--- src/rtl/conv_layer_sched_pkg.sv ---
// conv_layer_sched_pkg: state encoding, default sizes and watchdog helpers
// shared by the layer scheduler and its optional watchdog.
package conv_layer_sched_pkg;

  localparam int NUM_KERNELS_MAX_DEF = 16;
  localparam int TIMEOUT_CYCLES_DEF  = 1048576;
  localparam int WD_CNT_W            = 21;

  typedef enum logic [2:0] {
    IDLE    = 3'd0,
    LOAD_WT = 3'd1,
    CLEAR   = 3'd2,
    RUN     = 3'd3,
    WB      = 3'd4,
    DONE    = 3'd5
  } sched_state_e;

  // Counter value seen on the last permitted RUN cycle.
  function automatic logic [WD_CNT_W-1:0] wd_limit(input int timeout);
    return WD_CNT_W'(timeout - 1);
  endfunction

endpackage

--- src/rtl/conv_watchdog.sv ---
// conv_watchdog: counts RUN cycles and flags the cycle on which the count
// reaches the timeout. Only instantiated when CONV_LAYER_SCHED_WATCHDOG_EN
// is defined.
module conv_watchdog
  import conv_layer_sched_pkg::*;
#(
  parameter int TIMEOUT_CYCLES = TIMEOUT_CYCLES_DEF
) (
  input  logic clk,
  input  logic reset_n,
  input  logic clr_i,
  input  logic run_i,
  output logic expired_o
);

  logic [WD_CNT_W-1:0] cnt_q;

  // Cleared on the cycle before RUN, then advanced once per RUN cycle.
  always_ff @(posedge clk or negedge reset_n) begin
    if (!reset_n) begin
      cnt_q <= '0;
    end else if (clr_i) begin
      cnt_q <= '0;
    end else if (run_i) begin
      cnt_q <= cnt_q + WD_CNT_W'(1);
    end
  end

  assign expired_o = run_i && (cnt_q == wd_limit(TIMEOUT_CYCLES));

endmodule

--- src/rtl/conv_layer_sched.sv ---
// conv_layer_sched: steps the conv engine through every kernel of one layer
// (weight load, engine clear, run, writeback handshake). All outputs are
// registered. Optional watchdog: define CONV_LAYER_SCHED_WATCHDOG_EN.
module conv_layer_sched
  import conv_layer_sched_pkg::*;
#(
  parameter int NUM_KERNELS_MAX = NUM_KERNELS_MAX_DEF,
  parameter int KCNT_W          = $clog2(NUM_KERNELS_MAX + 1),
  parameter int KIDX_W          = $clog2(NUM_KERNELS_MAX),
  parameter int TIMEOUT_CYCLES  = TIMEOUT_CYCLES_DEF
) (
  input  logic              clk,
  input  logic              reset_n,
  input  logic              start,
  input  logic [KCNT_W-1:0] cfg_num_kernels,
  input  logic              abort,
  output logic              busy,
  output logic              layer_done,
  output logic              wt_load_req,
  output logic [KIDX_W-1:0] wt_load_idx,
  input  logic              wt_load_ack,
  output logic              conv_clr,
  output logic              conv_en,
  input  logic              conv_done,
  output logic              wb_valid,
  output logic [KIDX_W-1:0] wb_kidx,
  input  logic              wb_ready,
  output logic              error
);

  localparam logic [KCNT_W-1:0] KMAX = KCNT_W'(NUM_KERNELS_MAX);

  // Reject timeouts the watchdog counter cannot represent.
  if (TIMEOUT_CYCLES < 1 || TIMEOUT_CYCLES > (1 << WD_CNT_W) - 1) begin : g_bad_timeout
    $error("TIMEOUT_CYCLES out of range for the watchdog counter");
  end

  sched_state_e      state_q;
  logic [KCNT_W-1:0] count_q;
  logic [KIDX_W-1:0] kidx_q;
  logic              busy_q, layer_done_q, wt_load_req_q, conv_clr_q, conv_en_q, wb_valid_q;
  logic [KIDX_W-1:0] wt_load_idx_q, wb_kidx_q;
  logic              last_kernel;
  logic [KIDX_W-1:0] kidx_inc;

  assign last_kernel = (KCNT_W'(kidx_q) + KCNT_W'(1)) == count_q;
  assign kidx_inc    = kidx_q + KIDX_W'(1);

`ifdef CONV_LAYER_SCHED_WATCHDOG_EN
  logic error_q;
  logic wd_expired;

  conv_watchdog #(
    .TIMEOUT_CYCLES(TIMEOUT_CYCLES)
  ) u_watchdog (
    .clk      (clk),
    .reset_n  (reset_n),
    .clr_i    (state_q == CLEAR),
    .run_i    (state_q == RUN),
    .expired_o(wd_expired)
  );

  assign error = error_q;
`else
  assign error = 1'b0;
`endif

  // Scheduler FSM; every output is assigned here so that it leaves a flop.
  always_ff @(posedge clk or negedge reset_n) begin
    if (!reset_n) begin
      state_q       <= IDLE;
      count_q       <= '0;
      kidx_q        <= '0;
      busy_q        <= 1'b0;
      layer_done_q  <= 1'b0;
      wt_load_req_q <= 1'b0;
      wt_load_idx_q <= '0;
      conv_clr_q    <= 1'b0;
      conv_en_q     <= 1'b0;
      wb_valid_q    <= 1'b0;
      wb_kidx_q     <= '0;
`ifdef CONV_LAYER_SCHED_WATCHDOG_EN
      error_q       <= 1'b0;
`endif
    end else begin
      layer_done_q <= 1'b0;
      conv_clr_q   <= 1'b0;
      if (abort && state_q != IDLE) begin
        // Abort beats everything, including a same-cycle writeback transfer.
        state_q       <= IDLE;
        kidx_q        <= '0;
        busy_q        <= 1'b0;
        wt_load_req_q <= 1'b0;
        wt_load_idx_q <= '0;
        conv_en_q     <= 1'b0;
        wb_valid_q    <= 1'b0;
        wb_kidx_q     <= '0;
      end else begin
        case (state_q)
          IDLE: begin
            if (start) begin
`ifdef CONV_LAYER_SCHED_WATCHDOG_EN
              error_q <= 1'b0;
`endif
              busy_q <= 1'b1;
              kidx_q <= '0;
              if (cfg_num_kernels == '0) begin
                state_q      <= DONE;
                layer_done_q <= 1'b1;
              end else begin
                count_q       <= (cfg_num_kernels > KMAX) ? KMAX : cfg_num_kernels;
                state_q       <= LOAD_WT;
                wt_load_req_q <= 1'b1;
                wt_load_idx_q <= '0;
              end
            end
          end
          LOAD_WT: begin
            if (wt_load_ack) begin
              state_q       <= CLEAR;
              wt_load_req_q <= 1'b0;
              wt_load_idx_q <= '0;
              conv_clr_q    <= 1'b1;
            end
          end
          CLEAR: begin
            // conv_done is deliberately not looked at here.
            state_q   <= RUN;
            conv_en_q <= 1'b1;
          end
          RUN: begin
            if (conv_done) begin
              state_q    <= WB;
              conv_en_q  <= 1'b0;
              wb_valid_q <= 1'b1;
              wb_kidx_q  <= kidx_q;
            end
`ifdef CONV_LAYER_SCHED_WATCHDOG_EN
            else if (wd_expired) begin
              state_q   <= IDLE;
              conv_en_q <= 1'b0;
              busy_q    <= 1'b0;
              kidx_q    <= '0;
              error_q   <= 1'b1;
            end
`endif
          end
          WB: begin
            if (wb_ready) begin
              wb_valid_q <= 1'b0;
              wb_kidx_q  <= '0;
              if (last_kernel) begin
                state_q      <= DONE;
                layer_done_q <= 1'b1;
              end else begin
                kidx_q        <= kidx_inc;
                state_q       <= LOAD_WT;
                wt_load_req_q <= 1'b1;
                wt_load_idx_q <= kidx_inc;
              end
            end
          end
          DONE: begin
            state_q <= IDLE;
            busy_q  <= 1'b0;
            kidx_q  <= '0;
          end
          default: begin
            state_q <= IDLE;
            busy_q  <= 1'b0;
          end
        endcase
      end
    end
  end

  assign busy        = busy_q;
  assign layer_done  = layer_done_q;
  assign wt_load_req = wt_load_req_q;
  assign wt_load_idx = wt_load_idx_q;
  assign conv_clr    = conv_clr_q;
  assign conv_en     = conv_en_q;
  assign wb_valid    = wb_valid_q;
  assign wb_kidx     = wb_kidx_q;

endmodule

--- config.mk ---
export PLATFORM = sky130hd
export DESIGN_NAME = conv_layer_sched
export DESIGN_NICKNAME = d
export VERILOG_FILES = /design/src/rtl/conv_layer_sched_pkg.sv /design/src/rtl/conv_watchdog.sv /design/src/rtl/conv_layer_sched.sv
export SDC_FILE = /design/constraint.sdc
export NUM_CORES = 1
export LEC_CHECK = 0
export CORE_ASPECT_RATIO = 1.2
export CORE_MARGIN = 2
export CORE_UTILIZATION = 50
export DETAILED_ROUTE_END_ITERATION = 10
export DONT_BUFFER_PORTS = 1
export MAX_ROUTING_LAYER = met4
export PLACE_DENSITY = 0.65
export SLEW_MARGIN = 20
export SYNTH_ARGS = -nofsm -noshare
export SYNTH_HDL_FRONTEND = slang
export SYNTH_SLANG_ARGS = --single-unit
--- constraint.sdc ---
create_clock -name clk -period 5.8 [get_ports clk]
set_clock_uncertainty 0.05 [all_clocks]
set_input_delay 1.16 -clock clk [delete_from_list [all_inputs] [get_ports clk]]
set_output_delay 1.16 -clock clk [all_outputs]
set_load 0.05 [all_outputs]
==> flow_metrics.tcl, run 1 <==
set metrics [dict create \
    hold_path.class "input port to asynchronous set/reset pin" \
    numPortBuffers 0 \
    async_reset_ff_frac 1.00 \
    drc_errors 0 \
    core-area_mm2 0.00260 \
    first_global_vias 1013 \
    worst_ep_required_time_ns 6.01 \
    clock_sinks 26 \
    drt_iter0_markers 22 \
    total_overflow_reported_by_the_global_router 0 \
    cpLargestDelayFamily "compound AO/OA/AOI/OAI gates" \
    rsz_0062_raised_after_global_routing "no" \
    routed-via-count 1056 \
    syn-num-nets 150 \
    tritoncts.num_buffers 3 \
    post_drt_wl_per_cell_um 16.2 \
    cts.path.max_buffers 2 \
    final_hold_vio_count 0 \
    worstSetupStartpointType "flip-flop" \
    power_leakage_nw 0.652 \
    grt_antenna_before_repair 0 \
    post-synth-top-area-fraction 0.467 \
    multi_input_area_um2 704 \
    run_status "finished, final reports clean" \
    synth_flop_cell "sky130_fd_sc_hd__dfrtp_1" \
    setup_viol 0 \
    first_pass_grt_wire_length_um 4630 \
    clock_latency_ns 0.32 \
    die_area_mm2 0.00322 \
    timing.rr.start "kidx_q[0]$_DFFE_PN0P_" \
    boundaryPins 27 \
    antenna_cells_inserted 0 \
    path_buf_inv 0 \
    floorplan.die.width_um 52.2 \
    critPathLaunch "kidx_q[0]$_DFFE_PN0P_" \
    synth_warnings 0 \
    p_per_area_mw_per_mm2 475 \
    worst_setup_path_end_kind "flip-flop" \
    overall_routing_resource_usage 0.199 \
    report.final.slew_viol_count 0 \
    cts-resized-gates 0 \
    final_period_minus_worst_setup_slack_ns 2.37 \
    floorplan.initialDensity 0.535 \
    power.ir.vdd_worst_v 0.000307 \
    synth_seq_cells 26 \
    fin_setup_tns_ns 0 \
    htree_num_levels 1 \
    worst_slew_pin_slew_ns 0.651 \
    netlist_top_cells_count "26 x sky130_fd_sc_hd__dfrtp_1, 12 x sky130_fd_sc_hd__o21ai_0, 11 x sky130_fd_sc_hd__nor2_1" \
    post_synth_main_area_contributors "sky130_fd_sc_hd__dfrtp_1 47%, sky130_fd_sc_hd__o21ai_0 4.3%, sky130_fd_sc_hd__a22o_1 3.8%" \
    dp.final_hpwl_um 2050 \
    critical_path_class "flip-flop to flip-flop" \
    firstDrtPassIters 4 \
    max_stage_delay_ns 0.46 \
    area_growth_syn_to_layout_pct 5.12 \
    postCtsHoldBufs 0 \
    synthesis.area_mm2 0.00139 \
    synth_edf_count 0 \
    netlist.top_cell.by_area "sky130_fd_sc_hd__dfrtp_1" \
    worstPathMaxFanout 6 \
    finalCritPeriodShare 0.409 \
    ctsRootBufferMaster "sky130_fd_sc_hd__clkbuf_4" \
    ant_nets 0 \
    slew_headroom 0.563 \
    cap_violations 0 \
    ff_latch_area_um2 651 \
    clk_pin_slew_ns 0.14 \
    postCtsSetupRepairBufs 0 \
    num_rows 20 \
    largest_net_degree_at_the_start_of_global_routing 27 \
    synthesis.instances 137 \
    tritoncts "yes" \
    max_freq_mhz 422 \
    hold-worst-slack_ns 0.455 \
    fraction_of_the_yosys_area_taken_by_sequential_cells 0.467 \
    critical_path.slowest_cell "sky130_fd_sc_hd__dfrtp_1" \
    fraction_of_final_layout_cells_sized_beyond_drive_strength_1 0.125 \
    final_nets 150 \
    synth.lib_cells_used.distinct 46 \
    floorplan.die.height_um 61.8 \
    crit_path_cell_chain "ha_1 > nor2b_1 > or4_4 > a311oi_4 > a311o_2 > mux2i_1" \
    gp_routability_congestion 0.818 \
    vias_per_cell 6.25 \
    totalWireLength_um 2740 \
    cp_data_arrival_time_ns 2.58 \
    num-fill-cells 242 \
    avgSynthCellArea_um2 10.2 \
    synth.most_common_cell "sky130_fd_sc_hd__dfrtp_1" \
]
==> power by group <==
group	internal, mW	total (mW)	leakage, nW	switching [mW]
Combinational	0.108	0.236	0.275	0.128
Sequential	0.222	0.337	0.349	0.115
Clock	0.0699	0.123	0.0279	0.0534
Total	0.400	0.696	0.652	0.296
==> worst paths after layout <==
path                                                end  slack (ns)  depth (start not counted)
min in group clk                 count_q[1]$_DFFE_PN0P_        0.49                          2
max in group asynchronous         kidx_q[0]$_DFFE_PN0P_        5.17                          0
worst max register to register  wt_load_req$_DFFE_PN0P_        3.43                          6
worst min register to register   count_q[1]$_DFFE_PN0P_        0.49                          2
worst max-delay path            wt_load_req$_DFFE_PN0P_        3.43                          6
worst min-delay path             state_q[2]$_DFFE_PN0P_        0.45                          0
==> state kept, by name, indices dropped and copies added, names as in the netlist, 3 cells and up <==
| register | count |
|---|---|
| count_q | 5 |
| kidx_q | 4 |
| wb_kidx | 4 |
| wt_load_idx | 4 |
| state_q | 3 |
==> layout make-up <==
type / instances / share of cell area
clock buffer: 3 / 0.0154
clock inverter: 1 / 0.0205
inverter: 4 / 0.0103
multi-input combinational: 102 / 0.481
sequential: 26 / 0.444
tap: 33 / 0.0282
==> per-stage QoR <==
stage	cell area (um^2)	total power, mW	util	worst slack, ns	std cells
3_3_place_gp	1410	0.574	0.542	3.35	165
2_1_floorplan	1390	0.527	-	3.39	137
4_1_cts	1460	0.702	0.563	3.42	169
6_report	1460	0.696	0.563	3.43	169
5_1_grt	1460	0.746	0.563	3.33	169
3_5_place_dp	1410	0.577	0.542	3.33	165
==> layer usage <==
layer | share of wire | vias to the layer above | wire length, um | track usage
met2 | 0.50 | 29 | 1360 | 0.322
met3 | 0.051 | 4 | 141 | 0.0335
met4 | 0.011 | 0 | 31 | 0.0769
met5 | 0 | - | 0 | -
met1 | 0.44 | 516 | 1210 | 0.253
li1 | - | 507 | - | -
==> logic make-up after synthesis <==
group           after synthesis  share of synthesized area
flops                        26                      0.467
fa+ha+maj                     2                     0.0162
xor+xnor                      5                     0.0314
other cells                   1                    0.00269
compound gates               45                      0.252
simple gates                 46                      0.181
buf+inv                       9                     0.0269
mux                           3                     0.0225
==> cells in the final DEF, fill, tap and decap left out, types with 2 or more instances in the layout <==
| master | synthesis | routed |
|---|---|---|
| sky130_fd_sc_hd__xor2_1 | 4 | 4 |
| sky130_fd_sc_hd__nand2b_1 | 5 | 5 |
| sky130_fd_sc_hd__mux2i_1 | 2 | 2 |
| sky130_fd_sc_hd__a22o_2 | 4 | 4 |
| sky130_fd_sc_hd__o21ai_0 | 12 | 12 |
| sky130_fd_sc_hd__a31o_2 | 2 | 2 |
| sky130_fd_sc_hd__inv_1 | 4 | 4 |
| sky130_fd_sc_hd__nor2b_1 | 4 | 4 |
| sky130_fd_sc_hd__nand3_1 | 4 | 4 |
| sky130_fd_sc_hd__nand2_1 | 9 | 9 |
| sky130_fd_sc_hd__a22o_1 | 6 | 6 |
| sky130_fd_sc_hd__o31ai_1 | 2 | 2 |
| sky130_fd_sc_hd__nor3b_1 | 3 | 3 |
| sky130_fd_sc_hd__nor2_1 | 11 | 11 |
| sky130_fd_sc_hd__a21o_1 | 3 | 3 |
| sky130_fd_sc_hd__clkbuf_4 | 0 | 3 |
| sky130_fd_sc_hd__dfrtp_1 | 26 | 26 |
| sky130_fd_sc_hd__nor3_1 | 2 | 2 |
| sky130_fd_sc_hd__a21oi_1 | 3 | 3 |
Note: power is estimated with default switching activity, not from simulation.
==> inputs of run 2 (changes only) <==
- PLACE_DENSITY: 0.65 -> 0.68
- clock period: 5.8 -> 1.95 ns (I/O delays scaled with it)
==> run 2 against run 1 <==
The run now ends with setup timing left. Sequential cell count stayed put. Global-route usage is 3.4 points higher. Via count is 9.2% higher. Clock power grew to 3.0 times the previous value. Maximum frequency is 10% higher. Largest power group is now combinational logic. Critical endpoint unchanged.
==> flow_metrics.tcl, run 2 (synthesized netlist as in run 1, its figures left out) <==
set metrics [dict create \
    ctsRootBufferMaster "sky130_fd_sc_hd__clkbuf_4" \
    largest_reg_flops 5 \
    overall_routing_resource_usage 0.233 \
    core-area_mm2 0.00260 \
    grt_antenna_before_repair 0 \
    stdcell_area_mm2 0.00172 \
    floorplan.die.height_um 61.8 \
    finish.cell_count_without_fillers 191 \
    area_growth_syn_to_layout_pct 23.2 \
    utilization 0.659 \
    num-fill-cells 222 \
    total_overflow_reported_by_the_global_router 0 \
    final_hold_vio_count 0 \
    power_frac_seq 0.404 \
    first_global_vias 1102 \
    largest_net_degree_at_the_start_of_global_routing 27 \
    worstSetupStartpointType "flip-flop" \
    clock_latency_ns 0.33 \
    numPortBuffers 0 \
    tritoncts.num_buffers 3 \
    combPwrFrac 0.437 \
    totalWireLength_um 3230 \
    gp_routability_congestion 0.857 \
    violated_checks "setup timing" \
    critical_path.slowest_cell "sky130_fd_sc_hd__dfrtp_1" \
    top_register "count_q" \
    hold_path.class "input port to flip-flop" \
    hold-worst-slack_ns 0.0727 \
    place_area_mm2 0.00155 \
    ant_nets 0 \
    floorplan.die.width_um 52.2 \
    power.ir.vdd_worst_v 0.000921 \
    setup_viol 11 \
    clock_sinks 26 \
    first_pass_grt_wire_length_um 5280 \
    report.final.slew_viol_count 0 \
    cp_data_arrival_time_ns 2.36 \
    worst_ep_required_time_ns 2.15 \
    num_rows 20 \
    max_freq_mhz 465 \
    floorplan.initialDensity 0.535 \
    cts.path.max_buffers 2 \
    crit_path_cell_chain "ha_2 > nor2b_4 > or4_4 > a311oi_4 > a311o_2 > mux2i_1" \
    cap_violations 0 \
    drc_errors 0 \
    worstPathMaxFanout 5 \
    layout_commonest_cell "sky130_fd_sc_hd__dfrtp_1" \
    tritoncts "yes" \
    final_period_minus_worst_setup_slack_ns 2.15 \
    antenna_cells_inserted 0 \
    share_of_total_power_in_the_clock_network 0.159 \
    power.switching_fraction 0.424 \
    max_stage_delay_ns 0.42 \
    routed-via-count 1153 \
    fraction_of_final_layout_cells_sized_beyond_drive_strength_1 0.291 \
    power_leakage_nw 0.781 \
    final.setup.worst_slack_ns -0.201 \
    final_nets 172 \
    worst_setup_path_end_kind "flip-flop" \
    boundaryPins 27 \
    post-place-cells 181 \
    htree_num_levels 1 \
    dp.final_hpwl_um 2350 \
    p_per_area_mw_per_mm2 1360 \
    clk_pin_slew_ns 0.15 \
    run_status "complete, but fails checks" \
    die_area_mm2 0.00322 \
    firstDrtPassIters 4 \
    drt_iter0_markers 18 \
    rsz_0062_raised_after_global_routing "yes" \
    internal_power_mw 1.35 \
    vias_per_cell 6.04 \
    layout.cells.most_common_list "26 x sky130_fd_sc_hd__dfrtp_1, 20 x sky130_fd_sc_hd__buf_4, 12 x sky130_fd_sc_hd__o21ai_0" \
    finalCritPeriodShare 1.10 \
    net-switching-power_mw 0.992 \
    post_drt_wl_per_cell_um 16.9 \
    critical_path_class "flip-flop to flip-flop" \
]
run 2: worst paths after layout:
path                       slack (ns)                       to  depth (start not counted)                   start
hold / removal                   0.07   state_q[1]$_DFFE_PN0P_                          1                   abort
max in group asynchronous        1.27    kidx_q[1]$_DFFE_PN0P_                          2                 reset_n
setup / recovery                -0.20  wt_load_req$_DFFE_PN0P_                          6   kidx_q[1]$_DFFE_PN0P_
setup reg to reg                -0.20  wt_load_req$_DFFE_PN0P_                          6   kidx_q[1]$_DFFE_PN0P_
min in group asynchronous        0.42   state_q[1]$_DFFE_PN0P_                          2                 reset_n
hold reg to reg                  0.51   count_q[1]$_DFFE_PN0P_                          2  count_q[1]$_DFFE_PN0P_
run 2: power groups by stage:
stage	logic, mW	registers (mW)	clock network [mW]
floorplan	0.654	0.922	0
global placement	0.938	0.943	0
finish	1.02	0.945	0.372
detailed placement	0.962	0.949	0
global route	1.12	0.962	0.401
CTS	1.01	0.940	0.377
run 2: cell type report:
class,instances,area [um^2],area share
clock buffer,3,22.5,0.0131
sequential,26,651,0.379
tap,33,41.3,0.0241
multi-input combinational,102,776,0.452
inverter,4,15.0,0.00875
timing repair buffer,22,180,0.105
clock inverter,1,30.0,0.0175
run 2: critical path: cells and delay by family, from the launching register on:
| kind | cells | cell delay (ns) |
|---|---|---|
| AND/OR/NAND/NOR | 2 | 0.55 |
| multiplexers | 1 | 0.20 |
| flip-flops | 1 | 0.42 |
| adder cells (fa/ha/maj) | 1 | 0.21 |
| AO/OA/AOI/OAI | 2 | 0.67 |
run 2: stage by stage:
step | power [mW] | setup TNS [ns] | setup WS [ns]
after global placement | 1.88 | -0.748 | -0.0951
after floorplan | 1.58 | -0.860 | -0.131
after CTS | 2.32 | -1.37 | -0.172
final | 2.34 | -1.65 | -0.201
after global routing | 2.49 | -2.45 | -0.273
after detailed placement | 1.91 | -1.25 | -0.164
run 2: what timing repair did:
item                                    4_1_cts  5_1_grt
pin swaps                                     4        1
resized for setup                             4        4
setup buffers                                 3        1
endpoints found under the setup margin       11       16
hold endpoints to repair                     26        0
hold buffers                                  2        0
run 2: per-layer routing:
layer	wire [um]	track usage	vias to the layer above
met4	39	0.0769	0
met3	143	0.0383	4
met5	0	-	-
met2	1640	0.383	30
li1	-	-	548
met1	1410	0.296	571
==> inputs of run 3 (changes only) <==
- CORE_UTILIZATION: 50 -> 30
- PLACE_DENSITY: 0.68 -> 0.45
==> run 3 against run 2 <==
The flow still finishes with violations (setup timing). Register-to-register slack better by 0.06 ns. Sequential power grew 0.4%. Total power grew 1.2%. Wire length up 16%. Die area up 61%. Count of clock-buffer cells in the layout stayed put. Final cell count rose by 14%. Critical path type unchanged.
==> flow_metrics.tcl, run 3 (synthesized netlist as in run 1, its figures left out) <==
set metrics [dict create \
    largest_net_degree_at_the_start_of_global_routing 27 \
    num_rows 27 \
    post_drt_wl_per_cell_um 17.2 \
    tritoncts.num_buffers 3 \
    power_leakage_nw 0.794 \
    clock_sinks 26 \
    worst_slew_pin_slew_ns 0.509 \
    hold-worst-slack_ns 0.130 \
    critical_path_class "flip-flop to flip-flop" \
    worstPathMaxFanout 6 \
    setup_viol 10 \
    ant_nets 0 \
    cp_data_arrival_time_ns 2.20 \
    antenna_cells_inserted 0 \
    hold_path.class "input port to flip-flop" \
    final_hold_vio_count 0 \
    layout_commonest_cell "sky130_fd_sc_hd__dfrtp_1" \
    cap_violations 0 \
    report.final.slew_viol_count 0 \
    run_status "complete, but fails checks" \
    htree_num_levels 1 \
    floorplan.initialDensity 0.308 \
    cts.path.max_buffers 2 \
    grt_antenna_before_repair 0 \
    fraction_of_final_layout_cells_sized_beyond_drive_strength_1 0.306 \
    total_overflow_reported_by_the_global_router 0 \
    boundaryPins 27 \
    ctsRootBufferMaster "sky130_fd_sc_hd__clkbuf_8" \
    max_freq_mhz 479 \
    numPortBuffers 0 \
    max_stage_delay_ns 0.42 \
    violated_checks "setup timing" \
    die_area_mm2 0.00521 \
    p_per_area_mw_per_mm2 1320 \
    path_buf_inv 1 \
    floorplan.die.height_um 78.6 \
    area_growth_syn_to_layout_pct 29.2 \
    vias_per_cell 5.33 \
    drt_iter0_markers 50 \
    first_global_vias 1205 \
    gp_routability_congestion 0.891 \
    critical_path.slowest_cell "sky130_fd_sc_hd__or4_4" \
    final.setup.worst_slack_ns -0.137 \
    largest_reg_flops 5 \
    rsz_0062_raised_after_global_routing "yes" \
    worst_ep_required_time_ns 2.07 \
    layout.cells.most_common_list "26 x sky130_fd_sc_hd__dfrtp_1, 21 x sky130_fd_sc_hd__buf_4, 11 x sky130_fd_sc_hd__nor2_1, 11 x sky130_fd_sc_hd__o21ai_0, 9 x sky130_fd_sc_hd__nand2_1" \
    first_pass_grt_wire_length_um 6110 \
    totalWireLength_um 3750 \
    crit_path_cell_chain "ha_2 > nor2b_4 > or4_4 > a311oi_4 > buf_6 > a21oi_4 > mux2_4" \
    overall_routing_resource_usage 0.160 \
    clk_pin_slew_ns 0.09 \
    worst_setup_path_end_kind "flip-flop" \
    worstSetupStartpointType "flip-flop" \
    rrSetupSlack_ns -0.14 \
    fin_setup_tns_ns -0.875 \
    dp.final_hpwl_um 2750 \
    core-area_mm2 0.00453 \
    routed-via-count 1162 \
    final_nets 175 \
    floorplan.die.width_um 66.2 \
    firstDrtPassIters 5 \
    power.ir.vdd_worst_v 0.000427 \
    top_register "count_q" \
    tritoncts "yes" \
    final_period_minus_worst_setup_slack_ns 2.09 \
    finalCritPeriodShare 1.07 \
    clock_latency_ns 0.27 \
    drc_errors 0 \
    slew_headroom 0.660 \
    cpLargestDelayFamily "simple AND/OR/NAND/NOR gates" \
]
==> run 3: where the power goes <==
part / total (mW) / switching (mW) / internal [mW]
Clock: 0.313 / 0.174 / 0.139
Combinational: 1.11 / 0.569 / 0.537
Sequential: 0.949 / 0.288 / 0.661
==> run 3: area by class of cell <==
type                    count  area (um^2)
fillers                   456         2730
multi-input cells         102          801
flip-flops and latches     26          651
repair buffers             25          219
well taps                  58         72.6
clock buffers               3         41.3
inverters                   4         15.0
==> run 3: metal layers <==
layer,track usage,vias up,share of wire
met2,0.271,24,0.53
met1,0.176,578,0.40
met4,0.0837,0,0.027
li1,-,552,-
met3,0.0315,8,0.041
met5,-,-,0
==> run 3: worst paths after layout <==
check,start,to,cells after the start
hold / removal,abort,state_q[1]$_DFFE_PN0P_,1
setup / recovery,kidx_q[0]$_DFFE_PN0P_,kidx_q[0]$_DFFE_PN0P_,7
max in group asynchronous,reset_n,wt_load_idx[1]$_DFFE_PN0P_,2
hold reg to reg,count_q[1]$_DFFE_PN0P_,count_q[1]$_DFFE_PN0P_,2
setup reg to reg,kidx_q[0]$_DFFE_PN0P_,kidx_q[0]$_DFFE_PN0P_,7
min in group asynchronous,reset_n,state_q[1]$_DFFE_PN0P_,2
==> run 3: repair_timing <==
action / in CTS / in global routing
hold buffers: 2 / 0
resized for setup: 5 / 8
endpoints found under the setup margin: 11 / 13
pin swaps: 6 / 4
endpoints found under the hold margin: 26 / 0
setup buffers: 4 / 2
==> run 3: stage by stage <==
step	instances	total power [mW]	util	cell area (um^2)	setup slack [ns]
detailed placement	209	1.96	0.356	1610	-0.210
CTS	218	2.34	0.385	1740	-0.150
finish	218	2.37	0.397	1800	-0.137
global placement	209	1.94	0.356	1610	-0.128
global route	218	2.54	0.397	1800	-0.185
floorplan	137	1.58	-	1410	-0.131
==> variant 1, RTL diff (settings of run 1) <==
Set the package constant `NUM_KERNELS_MAX_DEF` to 8 (it was 16).
--- a/src/rtl/conv_layer_sched_pkg.sv
+++ b/src/rtl/conv_layer_sched_pkg.sv
@@ -2,7 +2,7 @@
 // shared by the layer scheduler and its optional watchdog.
 package conv_layer_sched_pkg;
 
-  localparam int NUM_KERNELS_MAX_DEF = 16;
+  localparam int NUM_KERNELS_MAX_DEF = 8;
   localparam int TIMEOUT_CYCLES_DEF  = 1048576;
   localparam int WD_CNT_W            = 21;
 
Interface: changed (resized cfg_num_kernels, wb_kidx and wt_load_idx); port bits go from 27 to 24. No check against the original RTL was run, so the function may have changed too.
==> variant 1 against run 1 <==
Setup slack got worse by 73 ps; critical path type unchanged; sequential cell count decreased by 4; synthesized area decreased by 13%; sequential share of layout area decreased by 1.2 points; wire length decreased by 10%; highest routed layer unchanged; final area decreased by 13%; maximum frequency decreased by 3.0%; total power decreased by 15%.
==> variant 1: results (changes against run 1) <==
CLOCK_LATENCY_PS=320  # about the same
GRT_USE_MET3_PCT=2.84  # was 3.35%
PLACE_CONGESTION=0.861  # was 0.818
PLACE_WS_PS=3340  # was 3330 ps
NETLIST_TOP_CELLS_COUNT='22 x dfrtp_1, 12 x nand2_1, 10 x nor2_1, 9 x inv_1, 9 x o21ai_0'  # was 26 x dfrtp_1, 12 x o21ai_0, 11 x nor2_1, 9 x nand2_1, 6 x a22o_1
YOSYS_WARNINGS=0  # unchanged
WORST-PATH-MAX-FANOUT=7  # was 6
REG2REG_TO='wt_load_req'  # unchanged
VIAS=938  # was 1056
WIRE_LENGTH_OF_THE_FIRST_GLOBAL_ROUTING_PASS_MM=4.24  # was 4.63 mm
DETAILEDROUTE.FIRSTITERATIONVIOLATIONS=40  # was 22
FIRST_PASS_ITERS=5  # was 4
DPL.HPWL_MM=1.91  # was 2.05 mm
SYNTH_CELL_TYPE_COUNT=44  # was 46
ARRIVAL_PS=2600  # was 2580 ps
DRT-WIRELENGTH-PER-CELL_UM=15.6  # was 16.2 um
SYNTHESIS.NETS=141  # was 150
MAXIMUM_NUMBER_OF_PINS_ON_ONE_NET_BEFORE_GLOBAL_ROUTE_REPAIR=23  # was 27
GRT_UTIL_ALL_LAYERS_PCT=20.5  # was 19.9%
CELL_AREA_AFTER_PLACEMENT_UM2=1220  # was 1410 um2
DETAILROUTE.WIRELENGTH.MET3_UM=123  # was 141 um
POWER_LEAKAGE_nW=0.582  # was 0.652 nW
WORST_SETUP_HOLD_PATH_CLK_SLEW_PS=120  # was 140 ps
LARGEST_REGISTER_FFS=4  # was 5
SYN_AREA_PER_CELL_UM2=9.40  # was 10.2 um2
RR_WORST_DEPTH=7  # was 6
USE_MET2_PCT=32.7  # was 32.2%
PLACEDCELLCOUNT=153  # was 165
TOPROUTINGLAYERUSED='met4'  # unchanged
RUN_STATUS='finished clean'  # unchanged
CELL_TYPES_OCCUPYING_THE_MOST_AREA_AFTER_SYNTHESIS='dfrtp_1 45%, o21ai_0 3.7%, nand2_1 3.7%'  # was dfrtp_1 47%, o21ai_0 4.3%, a22o_1 3.8%
HOLD-WORST-SLACK_PS=465  # was 455 ps
GLOBAL_ROUTE.USAGE.MET1_PCT=25.0  # was 25.3%
WL_MET2_MM=1.19  # was 1.36 mm
DRT-MET1-WL_MM=1.07  # was 1.21 mm
YS.FLOP_TYPE='dfrtp_1'  # unchanged
PERIOD_NEEDED_PS=2440  # was 2370 ps
TIGHTEST_SLEW_PS=499  # was 651 ps
ROUTED_WL_MM=2.46  # was 2.74 mm
FINAL_LAYOUT_SIZE_SUFFIX_GT1_SHARE_PCT=9.52  # was 12.5%
-- variant 1: final cells by class --
cell class	instances	area [um2]
fillers	217	1030
multi-input cells	91	597
well taps	31	38.8
inverters	9	33.8
clock inverters	1	30.0
flip-flops and latches	22	551
clock buffers	3	22.5
-- variant 1: logic make-up after synthesis --
| kind of cell | share of synthesized area [%] |
|---|---|
| AO/OA/AOI/OAI | 24.4 |
| XOR/XNOR | 2.89 |
| adder cells (fa/ha/maj) | 1.03 |
| buffers and inverters | 5.37 |
| flip-flops | 45.4 |
| multiplexers | 3.41 |
| other | 0.309 |
| AND/OR/NAND/NOR | 17.2 |
-- variant 1: critical path: stages (launching register included) --
cell and delay (ps):
dfrtp_1 490, ha_1 300, xor2_1 190, or3_1 330
a211oi_2 350, o21ai_2 130, o2111ai_2 140, mux2_1 350
-- variant 1: power breakdown --
part           switching (mW)  internal [mW]
Clock                  0.0479         0.0700
Combinational          0.0990         0.0853
Sequential              0.102          0.188
==> variant 2, RTL diff (flow settings as in run 1) <==
Without the edit above. Make the reset (`reset_n`) synchronous in one clocked block.
--- a/src/rtl/conv_layer_sched.sv
+++ b/src/rtl/conv_layer_sched.sv
@@ -66,7 +66,7 @@
 `endif
 
   // Scheduler FSM; every output is assigned here so that it leaves a flop.
-  always_ff @(posedge clk or negedge reset_n) begin
+  always_ff @(posedge clk) begin
     if (!reset_n) begin
       state_q       <= IDLE;
       count_q       <= '0;
Check against the original RTL: differs if reset_n is asserted again (counterexample within 4 cycles, from zero or initial values and one cycle with reset_n low); with reset_n held inactive, the same outputs for 10 cycles.
==> variant 2 against run 1 <==
Wire length decreased by 4.1%; setup slack got worse by 120 ps; synthesized area decreased by 6.7%; sequential cell count unchanged; worst hold slack got worse by 9.4 ps; final area decreased by 7.7%; die area decreased by 6.3%; cell count increased by 4.1%; critical path type unchanged; largest cell class unchanged; highest routed layer unchanged.
Power is not compared: it rests on default switching activity, and its combinational part moved more than twofold at a synthesized area within 25%.
==> variant 2: results (changes against run 1) <==
DPL.HPWL_MM=2.01  # was 2.05 mm
YOSYS.AREA_SHARE.ADDER_PCT=0.963  # was 1.62%
MUXSHAREOFSYNTHAREA_PCT=3.08  # was 2.25%
RR_WORST_DEPTH=5  # was 6
SYNTH_SEQ_AREA_SHARE_PCT=40.1  # was 46.7%
NETLIST_TOP_CELLS_COUNT='26 x dfxtp_1, 11 x nand2_1, 11 x nor2_1, 10 x inv_1, 7 x nor2b_1'  # was 26 x dfrtp_1, 12 x o21ai_0, 11 x nor2_1, 9 x nand2_1, 6 x a22o_1
SYNTH_ASYNC_SR_FLOP_SHARE_PCT=0  # was 100%
WORST_PATH_DOMINANT_CELL_FAMILY='simple AND/OR/NAND/NOR gates'  # was compound AO/OA/AOI/OAI gates
FINAL_LAYOUT_SIZE_SUFFIX_GT1_SHARE_PCT=8.39  # was 12.5%
CELL_TYPES_OCCUPYING_THE_MOST_AREA_AFTER_SYNTHESIS='dfxtp_1 40%, nor2b_1 3.4%, nand2_1 3.2%'  # was dfrtp_1 47%, o21ai_0 4.3%, a22o_1 3.8%
CPMAXSTAGEDELAYCELL='dfxtp_1'  # was dfrtp_1
SYNTH_CELL_TYPE_COUNT=45  # was 46
SYNTH_XOR_AREA_SHARE_PCT=5.97  # was 3.14%
PLACE_CONGESTION=0.840  # was 0.818
TIGHTEST_SLEW_PS=598  # was 651 ps
HOLDCRITPATHCLASS='register to register'  # was input pin to async pin
REG2REG_TO='kidx_q[1]'  # was wt_load_req
WIRE_LENGTH_OF_THE_FIRST_GLOBAL_ROUTING_PASS_MM=4.64  # was 4.63 mm
MAXIMUM_NUMBER_OF_PINS_ON_ONE_NET_BEFORE_GLOBAL_ROUTE_REPAIR=18  # was 27
TIMING.REG2REG.SETUP_SLACK_PS=3310  # was 3430 ps
RUN_STATUS='finished clean'  # unchanged
GRT_UTIL_ALL_LAYERS_PCT=20.8  # was 19.9%
WORST-PATH-MAX-FANOUT=17  # was 6
FINISH.NET_COUNT=157  # was 150
SYNTH_COMPOUND_GATE_AREA_SHARE_PCT=20.4  # was 25.2%
[variant 2: kinds of logic (layout without fill, tap and decap cells)]
group	count (synthesis)	in the layout
simple gates	53	53
fa+ha+maj	1	1
xor+xnor	8	8
buf+inv	17	14
flops	26	26
other cells	1	1
compound gates	36	36
mux	4	4
[variant 2: area by class of cell]
cell class	instances	area, um2
clock buffers	3	22.5
clock inverters	1	30.0
fillers	240	1150
inverters	10	37.5
multi-input cells	103	699
flip-flops and latches	26	520
well taps	33	41.3
[variant 2: where the power goes]
part | switching (mW) | leakage (nW) | internal [mW]
clock | 0.0539 | 0.0279 | 0.0698
sequential | 0.0355 | 0.211 | 0.189
combinational | 0.0425 | 0.269 | 0.0293
total | 0.132 | 0.508 | 0.289
[variant 2: worst min path at each step]
stage | startpoint | endpoint | slack, ps | cells after the start
after global routing | count_q[0] | count_q[0] | 470 | 2
after detailed placement | count_q[0] | count_q[0] | 430 | 2
after CTS | count_q[0] | count_q[0] | 450 | 2
after global placement | count_q[0] | count_q[0] | 420 | 2
after floorplan | count_q[0] | count_q[0] | 400 | 2
final | count_q[2] | count_q[2] | 450 | 2
[variant 2: through the flow]
stage	setup WS [ps]	cell area, um2	power [mW]	std cells	hold slack [ps]
final	3310	1350	0.420	176	445
after global routing	3010	1350	0.442	176	475
after CTS	3260	1350	0.424	176	449
after detailed placement	3250	1300	0.300	172	431
after global placement	3310	1300	0.299	172	417
after floorplan	3440	1300	0.292	146	403
[variant 2: tightest hold or removal path, stage by stage (launching register included)]
cell and delay [ps]:
dfxtp_1 350, nand2_1 50, a21boi_0 60
[variant 2: layer usage]
layer	vias up	share of wire, %	track usage (%)	wire length [um]
li1	511	-	-	-
met1	472	45	25.1	1200
met2	17	50	34.8	1310
met3	2	3.8	3.50	100
met4	0	0.68	8.11	18
met5	-	0	-	0
